===== config.mk =====
export PLATFORM = sky130hd
export DESIGN_NAME = vrc_cfg_loader
export DESIGN_NICKNAME = d
export VERILOG_FILES = /design/src/rtl/vrc_pkg.sv /design/src/rtl/vrc_cfg_check.sv /design/src/rtl/vrc_cfg_loader.sv
export SDC_FILE = /design/constraint.sdc
export NUM_CORES = 1
export LEC_CHECK = 0
export BUFFER_PORTS_ARGS = -buffer_cell sky130_fd_sc_hd__buf_2
export CAP_MARGIN = 20
export CORE_MARGIN = 4
export CORE_UTILIZATION = 50
export CTS_BUF_LIST = sky130_fd_sc_hd__clkbuf_4 sky130_fd_sc_hd__clkbuf_8
export CTS_CLUSTER_DIAMETER = 50
export DETAILED_ROUTE_END_ITERATION = 8
export GPL_ROUTABILITY_DRIVEN = 0
export GPL_TIMING_DRIVEN = 0
export PLACE_DENSITY_LB_ADDON = 0.15
export SETUP_SLACK_MARGIN = 0.4
export SKIP_LAST_GASP = 1
export SYNTH_ARGS = -nofsm -noshare
export SYNTH_HDL_FRONTEND = slang
export SYNTH_SLANG_ARGS = --single-unit

===== constraint.sdc =====
create_clock -name clk -period 5.4 [get_ports clk]
set_clock_uncertainty 0.2 [all_clocks]
set_input_delay 1.08 -clock clk [delete_from_list [all_inputs] [get_ports clk]]
set_output_delay 1.08 -clock clk [all_outputs]
set_load 0.05 [all_outputs]

===== src/rtl/vrc_pkg.sv =====
// Shared constants, loader state type and CRC-8 step for the VRC configuration loader.
// The frame length follows the VRC_CFG_CRC_EN build option (CRC-8 trailer vs. single parity bit).
package vrc_pkg;

  localparam int         CFG_W         = 86;
  localparam logic [7:0] CRC_POLY      = 8'h07;
  localparam int         FRAME_LEN_CRC = CFG_W + 8;
  localparam int         FRAME_LEN_PAR = CFG_W + 1;

`ifdef VRC_CFG_CRC_EN
  localparam int FRAME_LEN = FRAME_LEN_CRC;
`else
  localparam int FRAME_LEN = FRAME_LEN_PAR;
`endif

  typedef enum logic [1:0] {
    ST_IDLE  = 2'd0,
    ST_LOAD  = 2'd1,
    ST_CHECK = 2'd2
  } ld_state_e;

  function automatic logic [7:0] crc8_step(input logic [7:0] crc, input logic din);
    logic fb;
    fb = crc[7] ^ din;
    return {crc[6:0], 1'b0} ^ (fb ? CRC_POLY : 8'h00);
  endfunction

endpackage


===== src/rtl/vrc_cfg_check.sv =====
// Serial frame integrity accumulator: CRC-8 residual with VRC_CFG_CRC_EN, even parity otherwise.
// Every frame bit, check bits included, is fed in; match is valid once the whole frame is in.
module vrc_cfg_check
  import vrc_pkg::*;
(
  input  logic clk,
  input  logic rst_n,
  input  logic init,
  input  logic en,
  input  logic bit_in,
  output logic match
);

`ifdef VRC_CFG_CRC_EN
  logic [7:0] crc_q, crc_d;

  always_comb begin
    crc_d = crc_q;
    if (init)    crc_d = 8'h00;
    else if (en) crc_d = crc8_step(crc_q, bit_in);
  end

  always_ff @(posedge clk or negedge rst_n) begin
    if (!rst_n) crc_q <= 8'h00;
    else        crc_q <= crc_d;
  end

  // Shifting the received CRC through the same register leaves zero iff it matched.
  assign match = (crc_q == 8'h00);
`else
  logic par_q, par_d;

  always_comb begin
    par_d = par_q;
    if (init)    par_d = 1'b0;
    else if (en) par_d = par_q ^ bit_in;
  end

  always_ff @(posedge clk or negedge rst_n) begin
    if (!rst_n) par_q <= 1'b0;
    else        par_q <= par_d;
  end

  assign match = ~par_q;
`endif

endmodule


===== src/rtl/vrc_cfg_loader.sv =====
// Serial genome loader: shifts a frame into a shadow, checks it, commits atomically to sel.
// Build option VRC_CFG_CRC_EN selects the CRC-8 frame format (parity frame when undefined).
//
// state    | meaning
// ST_IDLE  | waiting for cfg_start; sel holds last committed genome
// ST_LOAD  | accepting frame bits into shadow/checker
// ST_CHECK | one cycle: commit shadow on match, else flag cfg_err
module vrc_cfg_loader
  import vrc_pkg::*;
#(
  parameter logic [CFG_W-1:0] RESET_CFG = '0
) (
  input  logic             clk,
  input  logic             rst_n,
  input  logic             cfg_start,
  input  logic             cfg_bit,
  input  logic             cfg_valid,
  output logic             cfg_ready,
  output logic [CFG_W-1:0] sel,
  output logic             sel_update,
  output logic             cfg_err,
  output logic             busy
);

  ld_state_e        state_q, state_d;
  logic [6:0]       cnt_q, cnt_d;
  logic [CFG_W-1:0] shadow_q, shadow_d;
  logic [CFG_W-1:0] sel_q, sel_d;
  logic             sel_update_q, sel_update_d;
  logic             cfg_err_q, cfg_err_d;
  logic             ready_q, ready_d;
  logic             busy_q, busy_d;
  logic             chk_init, chk_en, chk_match;

  vrc_cfg_check u_check (
    .clk    (clk),
    .rst_n  (rst_n),
    .init   (chk_init),
    .en     (chk_en),
    .bit_in (cfg_bit),
    .match  (chk_match)
  );

  always_comb begin
    state_d      = state_q;
    cnt_d        = cnt_q;
    shadow_d     = shadow_q;
    sel_d        = sel_q;
    sel_update_d = 1'b0;
    cfg_err_d    = cfg_err_q;
    chk_init     = 1'b0;
    chk_en       = 1'b0;

    if (cfg_start) begin
      // Start wins over any bit or check result; outside IDLE it is an abort.
      state_d   = ST_LOAD;
      cnt_d     = '0;
      shadow_d  = '0;
      chk_init  = 1'b1;
      cfg_err_d = (state_q != ST_IDLE);
    end else begin
      case (state_q)
        ST_LOAD: begin
          cfg_err_d = 1'b0;
          if (cfg_valid) begin
            chk_en = 1'b1;
            cnt_d  = cnt_q + 7'd1;
            if (cnt_q < 7'(CFG_W))
              shadow_d = {shadow_q[CFG_W-2:0], cfg_bit};
            if (cnt_q == 7'(FRAME_LEN - 1))
              state_d = ST_CHECK;
          end
        end
        ST_CHECK: begin
          state_d = ST_IDLE;
          if (chk_match) begin
            sel_d        = shadow_q;
            sel_update_d = 1'b1;
          end else begin
            cfg_err_d = 1'b1;
          end
        end
        ST_IDLE: ;
        default: state_d = ST_IDLE;
      endcase
    end

    ready_d = (state_d == ST_LOAD);
    busy_d  = (state_d != ST_IDLE);
  end

  always_ff @(posedge clk or negedge rst_n) begin
    if (!rst_n) begin
      state_q      <= ST_IDLE;
      cnt_q        <= '0;
      shadow_q     <= '0;
      sel_q        <= RESET_CFG;
      sel_update_q <= 1'b0;
      cfg_err_q    <= 1'b0;
      ready_q      <= 1'b0;
      busy_q       <= 1'b0;
    end else begin
      state_q      <= state_d;
      cnt_q        <= cnt_d;
      shadow_q     <= shadow_d;
      sel_q        <= sel_d;
      sel_update_q <= sel_update_d;
      cfg_err_q    <= cfg_err_d;
      ready_q      <= ready_d;
      busy_q       <= busy_d;
    end
  end

  assign cfg_ready  = ready_q;
  assign busy       = busy_q;
  assign sel        = sel_q;
  assign sel_update = sel_update_q;
  assign cfg_err    = cfg_err_q;

endmodule

==> results.cfg <==
[sta]
setup-tns-final_ns = 0
max_freq_mhz = 370.6
finalHoldViolCount = 0
tightest_slew_ns = 0.6301
rsz0062_at_grt = false
min_period_over_period_pct = 49.97
slew_headroom_pct = 57.99
timing_max_transition_violations_final = 0
period_minus_slack_ns = 2.698
setup_viol = 0
final.setup.worst_slack_ns = 2.702
fin_hold_ws_ns = 0.3049

[logic_synthesis]
synthArstFlopShare_pct = 100.0
synthFlopType = dfrtp_1
syn_area_um2 = 7323
synthTopCellsByArea = dfrtp_1 (64%), mux2_2 (13%), mux2i_1 (12%)
synth.most_common_cell = dfrtp_1
syn_area_per_cell_um2 = 13.95
yosys.area.top_type = dfrtp_1
yosysWarnings = 0
syn-num-nets = 532
ys_ff_latch = 186
synth.top_cell.area_share_pct = 63.56
syn_inst = 525
ys_seq_area_share_pct = 63.56
yosys-top-cells-count = dfrtp_1 (186), nand2_1 (97), mux2_2 (86), mux2i_1 (86), clkbuf_1 (11)
synthDistinctLibCells = 31
synth-edff-count = 0

[layout]
n_antenna_cell = 0
post-route-util_pct = 60.10
synthToLayoutAreaGrowth_pct = 15.68
nNetsFinal = 645
fill_cells = 1154
regArea_um2 = 4654
final_cell_area_um2 = 8472
multiInputGateArea_um2 = 2461
drive_gt1_share_pct = 35.94

[cts]
cts_buffer_depth = 2
post-cts-setup-buffer-count = 0
cts_tree = done
clock_latency_ns = 0.45
htreeDepth = 4
cts_hold_buffers = 0
cts.repair.resized = 0
numClockSinks = 186
cts_root_buffer = clkbuf_8
cts.reportedPaths.clkPinSlew_ns = 0.08
cts_buffers = 17

[detailed_routing]
wl_per_cell_um = 15.75
vias = 4347
drc = 0
drt_wl_total_mm = 13.09
first_pass_iters = 4
drt_iter0_drc = 209
viasPerCell = 5.231
antenna_left = 0

[critical_path]
crit_fanout = 10
critPathArrivalTime_ns = 2.83
crit_required_ns = 5.53
reg2reg_depth = 4
cp-start-kind = input port
crit_type = input port to flop
worstSetupEndpointType = flop

[status]
status = finished clean

[power_and_ir_drop]
power_per_cell_area_nw_per_um2 = 289.3
peakVddDrop_mv = 0.1563
leakage_nw = 4.534

[place]
portBuffers = 93
dpl_cell_area_um2 = 8051
place_ws_ns = 2.200
dp_hpwl_mm = 9.096

[die]
die_w_um = 129.0
initial_core_util_pct = 51.95
dieArea_um2 = 16650
io-pin-count = 95
core_um2 = 14100
die_y_um = 129.0
rows = 43

[grt]
grt_pass1_wl_mm = 22.88
antenna_found_initial = 0
first_global_vias = 4580
grt_use_total_pct = 17.26
grt_max_degree = 104
gr-total-overflow = 0

[hold_path]
hold_path.class = flop to flop
whs_path_depth = 1

[run]
max_cap_viol_count = 0
-- cell usage in the layout, fill, tap and decap left out, types with 2 or more instances in the layout --
cell	n
clkbuf_1	11
buf_4	4
buf_8	5
clkinv_2	6
nor3_1	2
ha_1	2
bufinv_16	3
buf_2	102
nor4_1	3
xor2_1	2
nand2_1	97
mux2i_1	86
nor2_1	8
o31a_1	2
xnor2_1	5
dfrtp_1	186
clkbuf_8	20
inv_1	2
mux2_2	86
-- layer usage --
layer	routed length, µm	up-vias	part of all wire [%]	global-route usage, %
met5	0	-	0	0
met1	6127	2234	47	24.09
met3	538	16	4.1	4.740
met2	6258	75	48	26.37
li1	-	2022	-	-
met4	167	0	1.3	5.930
-- state kept, by name (all words and copies together), names as in the netlist --
register / count
shadow_q: 86
u_check.par_q: 1
cfg_err: 1
cfg_ready: 1
state_q: 2
sel: 86
busy: 1
cnt_q: 7
sel_update: 1
-- worst max-delay path: stages --
cell and delay [ns]:
clkbuf_1 0.18, nor4b_4 0.53, buf_2 0.36, buf_2 0.31, mux2_2 0.37
-- worst paths after layout --
kind,from,endpoint,slack (ns)
setup / recovery,cfg_start,sel[77]$_DFFE_PN0P_,2.70
hold / removal,sel[19]$_DFFE_PN0P_,sel[19]$_DFFE_PN0P_,0.30
hold reg to reg,sel[19]$_DFFE_PN0P_,sel[19]$_DFFE_PN0P_,0.30
max in group asynchronous,rst_n,sel[83]$_DFFE_PN0P_,3.70
min in group asynchronous,rst_n,shadow_q[20]$_DFFE_PN0P_,0.41
setup reg to reg,state_q[0]$_DFF_PN0_,sel[77]$_DFFE_PN0P_,3.05
-- power by group --
group          internal [mW]  total (mW)  switching (mW)
clock                  0.492       0.959           0.466
sequential              1.39        1.40         0.00391
combinational         0.0293      0.0933          0.0640
total                   1.92        2.45           0.534
-- cells by family after synthesis --
| logic type | share of synthesized area [%] |
|---|---|
| flops | 63.56 |
| simple gates | 6.475 |
| mux | 24.98 |
| buf+inv | 2.836 |
| compound gates | 0.9739 |
| fa+ha+maj | 0.3417 |
| xor+xnor | 0.8372 |
-- through the flow --
| stage | std cells | power, mW |
|---|---|---|
| final | 831 | 2.451 |
| after global routing | 831 | 2.561 |
| after CTS | 831 | 2.489 |
| after detailed placement | 799 | 1.523 |
| after global placement | 798 | 1.518 |
| after floorplan | 525 | 1.479 |
-- area by class of cell --
type | count | share of cell area [%]
buffer | 31 | 2.319
clock buffer | 20 | 3.249
clock inverter | 12 | 1.713
inverter | 3 | 0.1329
multi-input combinational | 305 | 29.05
sequential | 186 | 54.94
tap | 180 | 2.658
timing repair buffer | 94 | 5.937
Note: power is estimated with default switching activity, not from simulation.
